### src/rtl/clk_burst_ctrl.sv
// Burst controller for a half-period clock divider: issues 2*burst_len trig2x
// pulses spaced div_val cycles apart, with a glitch-free (even-count) abort.
module clk_burst_ctrl (
    input  logic        CLK50MHZ,
    input  logic        RST,
    input  logic        start,
    input  logic        stop,
    input  logic [15:0] div_val,
    input  logic [7:0]  burst_len,
    output logic        trig2x,
    output logic        level,
    output logic        busy,
    output logic        done
);

    typedef enum logic {
        S_IDLE = 1'b0,
        S_RUN  = 1'b1
    } state_t;

    state_t      r_state;
    state_t      w_state_next;

    logic [15:0] r_div_m1;
    logic [7:0]  r_burst_m1;
    logic [15:0] r_presc;
    logic [8:0]  r_half_cnt;
    logic        r_level;
    logic        r_stop_pend;
    logic        r_done;

    logic        w_accept;
    logic        w_trig;
    logic        w_last;
    logic        w_abort;
    logic        w_end;

    always_comb begin
        // NOTE: every signal gets a default first so no path through the case
        // leaves it unassigned, which would otherwise infer a latch.
        w_state_next = r_state;
        w_accept     = 1'b0;
        w_trig       = 1'b0;
        w_last       = 1'b0;
        w_abort      = 1'b0;
        w_end        = 1'b0;
        case (r_state)
            S_IDLE: begin
                // The done cycle still belongs to the finished burst.
                w_accept = start && !r_done;
                if (w_accept) begin
                    w_state_next = S_RUN;
                end
            end
            S_RUN: begin
                w_trig  = (r_presc == r_div_m1);
                // Final pulse is number 2*burst_lat, i.e. index 2*burst_lat-1.
                w_last  = w_trig && (r_half_cnt == {r_burst_m1, 1'b1});
                // Abort only on a pulse that brings level back to 0.
                w_abort = w_trig && r_level && (r_stop_pend || stop);
                w_end   = w_last || w_abort;
                if (w_end) begin
                    w_state_next = S_IDLE;
                end
            end
            default: w_state_next = S_IDLE;
        endcase
    end

    always_ff @(posedge CLK50MHZ) begin
        // NOTE: sequential state uses non-blocking assignments so every
        // register samples pre-edge values regardless of statement order.
        if (RST) begin
            r_state <= S_IDLE;
        end else begin
            r_state <= w_state_next;
        end
    end

    always_ff @(posedge CLK50MHZ) begin
        if (RST) begin
            r_div_m1    <= '0;
            r_burst_m1  <= '0;
            r_presc     <= '0;
            r_half_cnt  <= '0;
            r_level     <= 1'b0;
            r_stop_pend <= 1'b0;
            r_done      <= 1'b0;
        end else begin
            r_done <= (r_state == S_RUN) && w_end;
            if (w_accept) begin
                // 0 encodes 1 for div_val; burst_len-1 wraps 0 to 255 (=256 bursts).
                r_div_m1    <= (div_val == 16'd0) ? 16'd0 : div_val - 16'd1;
                r_burst_m1  <= burst_len - 8'd1;
                r_presc     <= '0;
                r_half_cnt  <= '0;
                r_level     <= 1'b0;
                r_stop_pend <= 1'b0;
            end else if (r_state == S_RUN) begin
                if (w_end) begin
                    r_presc     <= '0;
                    r_half_cnt  <= '0;
                    r_level     <= 1'b0;
                    r_stop_pend <= 1'b0;
                end else begin
                    if (stop) begin
                        r_stop_pend <= 1'b1;
                    end
                    if (w_trig) begin
                        r_presc    <= '0;
                        r_half_cnt <= r_half_cnt + 9'd1;
                        r_level    <= ~r_level;
                    end else begin
                        r_presc <= r_presc + 16'd1;
                    end
                end
            end
        end
    end

    // level shows the divider state after the pulse of the current cycle.
    assign trig2x = w_trig;
    assign level  = r_level ^ w_trig;
    assign busy   = (r_state == S_RUN);
    assign done   = r_done;

endmodule

### config.mk
export PLATFORM = sky130hd
export DESIGN_NAME = clk_burst_ctrl
export DESIGN_NICKNAME = d
export VERILOG_FILES = /design/src/rtl/clk_burst_ctrl.sv
export SDC_FILE = /design/constraint.sdc
export NUM_CORES = 1
export LEC_CHECK = 0
export ABC_AREA = 1
export BUFFER_PORTS_ARGS = -buffer_cell sky130_fd_sc_hd__clkbuf_2
export CORE_ASPECT_RATIO = 0.6
export CORE_MARGIN = 2
export CORE_UTILIZATION = 61
export CTS_CLUSTER_SIZE = 20
export DETAILED_ROUTE_END_ITERATION = 7
export PLACE_DENSITY = 0.94
export REMOVE_ABC_BUFFERS = 1
export SLEW_MARGIN = 40
export SYNTH_ARGS = -nofsm -noshare
export SYNTH_HDL_FRONTEND = slang
export SYNTH_SLANG_ARGS = --single-unit
export TNS_END_PERCENT = 100
### constraint.sdc
create_clock -name CLK50MHZ -period 4.6 [get_ports CLK50MHZ]
set_input_delay 0.46 -clock CLK50MHZ [delete_from_list [all_inputs] [get_ports CLK50MHZ]]
set_output_delay 0.46 -clock CLK50MHZ [all_outputs]
set_load 0.02 [all_outputs]
Yosys cells after proc, flatten, opt, wreduce, memory -nomap -nowiden
Index checks and enable logic that the tools add are counted.

Bits of input ports: 28. Register bits after elaboration: 53. Logic and storage cells: 46. Output and inout bits: 4.

Reductions and logical operators: 14. Mux-type cells: 15. Eq/ne operators: 2. Add/sub/neg operators: 4. Bitwise gates (word level): 3.

Operator list (count): $mux 16 (3); $mux 9 (2); $add 16x1->16 const B (1); $eq 16x16->1 (1); $logic_not 16->1 (1); $sub 16x1->16 const B (1); $add 9x1->9 const B (1); $eq 9x9->1 (1); $mux 1 (9); $sub 8x1->8 const B (1); $logic_and 1x1->1 (5); $reduce_and 2->1 (2); $reduce_bool 2->1 (2); $logic_or 1x1->1 (2); $not 1->1 (2); $pmux 1 s2 (1); $reduce_or 2->1 (1); $logic_not 1->1 (1); $xor 1x1->1 (1).

Depth between registers and ports, before layout
Gate-level depths: netlist (run 1).

Depth in word-level cells: 7. Depth in mapped cells: 12. Gate-level depth less buffers: 12.

Least setup slack after synthesis (run 1)
No wires, ideal clock.

Path kind: register -> output. Start: reg r_presc[3]. End: out level. Cell stages (with the launch flop): 10. Path buffers: 0. Slack: 2.757 ns. Required time: 4.140 ns. Arrival time: 1.383 ns. Cell sequence: dfxtp_1 -> inv_2 -> nand2_2 -> nand2_1 -> nor2_1 -> nand2_1 -> nor2_4 -> nand3_4 -> or2_1 -> nand2_1.

Cells in the longest elaborated chain, start to end: 3.

Ends and longest elaborated chain: from (decl) (line 26) `logic [15:0] r_presc;`; from (signal assigned) (line 114) `r_presc <= r_presc + 16'd1;`; $eq 16x16->1 (line 56) `w_trig = (r_presc == r_div_m1);`; $mux 1 (line 47) `case (r_state)`; $xor 1x1->1 (line 123) `assign level = r_level ^ w_trig;`; to (decl) (line 11) `output logic level,`.

No other way between the ends.

Worst setup path in the final report (run 1)
Start: reg r_presc[10]. End: out level.

The elaborated chain is that of the path after synthesis.

==> results of run 1 <==
==> state kept, by name, indices dropped and copies added, names as in the netlist <==
name	count
r_div_m1	16
r_presc	16
r_half_cnt	9
r_burst_m1	8
busy	1
done	1
r_level	1
r_stop_pend	1
==> power breakdown <==
| group | switching (W) | internal, W |
|---|---|---|
| clock network | 0.000164 | 0.000109 |
| logic | 0.000104 | 0.0000545 |
| registers | 0.0000137 | 0.000476 |
==> layout make-up <==
class	instances	area share, %
clock buffers	5	2.01
repair buffers	31	4.52
well taps	66	2.41
multi-input cells	357	51.2
clock inverters	3	0.620
flip-flops and latches	53	30.9
inverters	76	8.32
==> metrics by stage <==
| step | total power (W) | area [um2] | hold WS (ps) | utilization [%] |
|---|---|---|---|---|
| after global placement | 0.000649 | 3340 | 454 | 66.8 |
| after floorplan | 0.000603 | 3100 | 442 | - |
| final | 0.000921 | 3430 | 350 | 68.6 |
| after global routing | 0.000960 | 3430 | 355 | 68.6 |
| after detailed placement | 0.000654 | 3340 | 463 | 66.8 |
| after CTS | 0.000919 | 3430 | 346 | 68.6 |
==> layout by cell type, fill, tap and decap left out, types with 2 or more instances in the layout <==
master,count
nand2_1,138
nor2_1,73
inv_1,68
dfxtp_1,53
clkbuf_2,31
nand3_1,26
o22ai_1,16
nor3_1,14
a21oi_1,14
xor2_1,14
o21ai_0,13
inv_2,8
nand4_1,8
xnor2_1,6
nand2_2,5
a31oi_1,5
ha_1,5
clkbuf_8,5
nor2_4,3
or2_2,2
o221ai_1,2
nor2_2,2
==> logic make-up (layout without fill, tap and decap cells) <==
| group | after synthesis | count (layout) | share of synthesized area [%] |
|---|---|---|---|
| compound gates | 53 | 53 | 9.87 |
| xor+xnor | 20 | 20 | 5.59 |
| fa+ha+maj | 5 | 5 | 2.00 |
| buf+inv | 81 | 115 | 10.0 |
| flops | 53 | 53 | 33.9 |
| simple gates | 279 | 279 | 38.6 |
==> layer usage <==
metal	up-vias	global-route usage, %	part of all wire [%]
met2	124	46.6	42
met5	-	0	0
met4	0	5.84	0.67
li1	1624	-	-
met1	1477	44.9	48
met3	8	6.87	9.7
==> worst max path at each step <==
stage / from / to / slack, ps / cells past startpoint
floorplan: busy / r_presc[9] / 2690 / 6
global placement: busy / r_presc[9] / 2340 / 6
detailed placement: busy / r_presc[13] / 2200 / 6
CTS: r_presc[10] / level / 2020 / 10
global route: r_presc[10] / level / 1860 / 10
finish: r_presc[10] / level / 1960 / 10
==> summary.txt, run 1 <==
Largest net degree at the start of global routing = 20
Worst-Margin Slew = 528 ps
First-pass DRT Iterations = 6
Place WS = 2200 ps
Status = finished, final reports clean
Layout cell share with drive strength beyond 1 = 12.0%
Cell count of the worst reg-to-reg path = 6
EDFF count, synth = 0
Finish-stage setup viols = 0
Hold Path End = r_burst_m1[0]
Skew final = 14.8 ps
Synthesized flop and latch total = 53
Synthesized area per cell = 6.38 um2
Leak Pwr = 1.57 nW
GRT overflow = 0
Slowest stage delay, CP = 490 ps
Via/cell ratio = 5.47
Hold Vio Cnt, Final = 0
Starting DRT DRC Count = 251
CTS Buf Count = 5
Kind of critical path = flop to output pin
Root Driver = clkbuf_8
Startpoint Class = flop
YS warnings = 0
Synth Instances = 491
PD cells = 268 nW/um2
Post-placement cell count = 583
Hold path cells = 2
Crit path arrival time = 2180 ps
Final TNS setup = 0 ps
GRT Util Overall = 30.6%
Worst vdd ir = 0.000162 V
Synth top cells by count = nand2_1, nor2_1, inv_1
Nets = 557
Residual DRC count = 0
Port bufs = 31
Routed via count = 3233
Critical-path cell list = inv_2 -> nand2_1 -> nand2_1 -> nor2_1 -> nand2_1 -> nor2_4 -> nand3_4 -> or2_1 -> nand2_1 -> clkbuf_2
Antenna Cells = 0
HP Start = burst_len[0]
Die height = 59.5 um
Cell Count, Final, Fillers Out = 591
DP HPWL = 6590 um
Post-synth top area cell = dfxtp_1
Ys async rst share = 0%
RSZ-0062 raised after global routing = false
CTS resizes = 0
Cell variety after synth = 34
RD Place Congestion = 0.978
First-pass GRT wire length = 13400 um
Vias in the first global route = 2999
Worst path most repeated cell = nand2_1
Starting Density = 62.6%
Fillers = 472
H-tree depth = 2
Worst Path Required = 4140 ps
Maximum clock rate = 379 MHz
Post-route ant nets = 0
Area of the multi-input gates = 1760 um2
Crit-path slowest cell = dfxtp_1
Die Area = 5740 um2
Crit-path leading delay family = simple AND/OR/NAND/NOR gates
Launch point of the worst reg-to-reg path = busy
Period utilization = 57.4%
Clock transition at path regs = 110 ps
TritonCTS clock tree = yes
Top post-synthesis cells by area = dfxtp_1, nand2_1, nor2_1, inv_1, nand3_1
# IOs = 32
Rows = 20
Post-route minimum period = 2640 ps
Crit-path max FO = 9
Hold Buf Count CTS = 0
CP endpoint kind = output pin
Clock Path Buffers = 2
Most common cell in the netlist = nand2_1
Max-Cap Viols = 0
Chip width = 96.5 um
Area of the mapped netlist = 3130 um2
Core Region = 5000 um2
# Post-CTS Setup Buffers = 0
Sequential fraction of the synthesis area = 33.9%
Area Growth Syn to Fin = 9.55%
Setup WS post-layout = 1960 ps
Slew margin rel. = 64.7%
Critical path buffer and inverter count = 2
Clock Sinks = 53
Min-Delay Path Class = primary input to flop
Slew Viols, Final = 0
Register area = 1060 um2
Post-Route WL = 8170 um
Worst reg2reg setup slack = 2120 ps
Synth Flop Type = dfxtp_1
Worst-Skew Late Latency = 310 ps
Synth top area share = 33.9%
Antenna violations before repair = 0
Reg2reg end = r_presc[13]
WL/cell = 13.8 um
Power figures use the tool's default switching activity.
==> inputs of run 2 (changes only) <==
- CORE_UTILIZATION: 61 -> 53
- PLACE_DENSITY: 0.94 -> 0.88
- clock period: 4.6 -> 2.2 ns (I/O delays scaled with it)
==> summary.txt, run 2 (synthesis gave the netlist of run 1 again) <==
Status = finished, final reports clean
Cell count of the worst reg-to-reg path = 8 (+2)
M3 GR Usage = 5.55% (-1.3 points)
Crit path arrival time = 1890 ps (-290 ps)
Min-Delay Path Class = primary input to flop
First-pass DRT Iterations = 5 (-1)
Hold Path End = r_burst_m1[0]
DP HPWL = 6410 um (-2.8%)
Rows = 21 (+5.0%)
Fillers = 509 (+7.8%)
GRT overflow = 0 (unchanged)
Die Area = 6560 um2 (+14%)
Worst Path Required = 1980 ps (-2160 ps)
Post-Route WL = 8360 um (+2.3%)
Part of the power in combinational logic = 18.6% (+1.4 points)
Post-route ant nets = 0 (unchanged)
Starting DRT DRC Count = 448 (+78%)
Area of the multi-input gates = 1770 um2 (+0.71%)
GRT Util Overall = 26.8% (-3.8 points)
Post-route minimum period = 2110 ps
Via/cell ratio = 5.45 (-0.29%)
Root Driver = clkbuf_8
Clock Path Buffers = 2 (unchanged)
Commonest non-fill, non-tap cells in the layout = nand2_1, nor2_1, inv_1
Met2 Resource Use GR = 39.0% (-7.6 points)
Critical path origin = r_presc[8]
Hold Vio Cnt, Final = 0 (unchanged)
Met1 Usage GRT = 40.2% (-4.7 points)
Residual DRC count = 0 (unchanged)
Slew Viols, Final = 0 (unchanged)
Finish-stage setup viols = 0 (unchanged)
Core Util, Final = 63.0% (-5.6 points)
TritonCTS clock tree = yes
Antenna violations before repair = 0 (unchanged)
Period utilization = 96.0%
Final TNS setup = 0 ps (unchanged)
Clock Sinks = 53 (unchanged)
WL/cell = 13.6 um (-1.8%)
Kind of critical path = flop to output pin
Busiest grt layer = met1
WHS = 123 ps (-227 ps)
CP endpoint kind = output pin
Cell-internal power = 0.00135 W (+110%)
Largest registers = r_div_m1 x16, r_presc x16, r_half_cnt x9
Max-Cap Viols = 0 (unchanged)
Launch point of the worst reg-to-reg path = r_presc[0]
Clock transition at path regs = 90 ps (-20 ps)
Worst vdd ir = 0.000386 V (+140%)
Skew final = 5.05 ps (-9.70 ps)
Commonest non-fill, non-tap cell in the layout = nand2_1
CTS Buf Count = 5 (unchanged)
Die height = 63.5 um (+6.8%)
Routed via count = 3360 (+3.9%)
Port bufs = 31 (unchanged)
Antenna Cells = 0 (unchanged)
Sw Share = 29.6% (-0.98 points)
Chip width = 103 um (+7.0%)
Slew margin rel. = 67.1% (+2.4 points)
Hold path cells = 2 (unchanged)
# IOs = 32 (unchanged)
Clock share of power = 28.3% (-1.4 points)
Core Region = 5650 um2 (+13%)
Largest net degree at the start of global routing = 19 (-5.0%)
Leak Pwr = 1.63 nW (+3.7%)
Reg2reg end = r_presc[14]
Startpoint Class = flop
Share of power burned in registers = 53.1% (about the same)
Register area = 1080 um2 (+2.1%)
Vias in the first global route = 3017 (+0.60%)
HP Start = burst_len[0]
Worst reg2reg setup slack = 190 ps (-1930 ps)
RD Place Congestion = 0.943 (-3.6%)
First-pass GRT wire length = 13800 um (+3.0%)
Area Growth Syn to Fin = 13.6%
Maximum clock rate = 474 MHz
PD cells = 541 nW/um2 (+100%)
Worst-Margin Slew = 489 ps (-38.7 ps)
Layout cell share with drive strength beyond 1 = 16.8% (+4.8 points)
Starting Density = 55.4% (-7.1 points)
Nets = 568 (+2.0%)
Worst-Skew Late Latency = 300 ps (about the same)
Crit-path max FO = 6 (-3)
Hold Buf Count CTS = 0 (unchanged)
H-tree depth = 2 (unchanged)
Net load switching power = 0.000570 W (+100%)
[run 2: per-layer routing]
layer | vias up | routed length (um)
met5 | - | 0
li1 | 1640 | -
met2 | 175 | 3530
met4 | 0 | 90
met3 | 15 | 906
met1 | 1530 | 3840
[run 2: power groups by stage]
stage          sequential (W)  combinational [W]  clock (W)
2_1_floorplan         0.00104           0.000223          0
3_5_place_dp          0.00105           0.000331          0
6_report              0.00102           0.000358   0.000544
4_1_cts               0.00102           0.000334   0.000541
3_3_place_gp          0.00104           0.000319          0
5_1_grt               0.00103           0.000397   0.000585
[run 2: metrics by stage]
stage	total power, W	cells	setup WS (ps)	area [um2]
2_1_floorplan	0.00126	486	286	3100
3_3_place_gp	0.00136	603	361	3400
3_5_place_dp	0.00138	603	309	3400
4_1_cts	0.00190	611	2.60	3490
5_1_grt	0.00201	616	-25.7	3560
6_report	0.00192	616	88.9	3560
[run 2: worst max-delay path, cell delays in order, from the launching register on]
cell and delay, ps:
dfxtp_1 410, inv_1 90, nand2_1 90, nand2_1 60, nor2_1 90, nand2_1 90
nor2_4 160, nand3_4 130, or2_4 270, nand2_1 70, buf_4 130
[run 2: timing repair]
action | CTS | global route
setup endpoints to repair | 1 | 1
resized for setup | 5 | 18
pin swaps | 0 | 6
setup buffers | 0 | 5
endpoints found under the hold margin | 0 | 0
[run 2: area by class of cell]
cell class                      count  area share (%)
Sequential cell                    53            30.5
Multi-Input combinational cell    357            49.7
Tap cell                           80            2.81
Timing Repair Buffer               42            6.75
Inverter                           76            8.02
Clock buffer                        8            2.25
[run 2: worst max-delay path by stage]
stage / slack, ps / end
2_1_floorplan: 290 / r_presc[9]
3_3_place_gp: 360 / level
3_5_place_dp: 310 / level
4_1_cts: 3 / level
5_1_grt: -30 / level
6_report: 90 / level
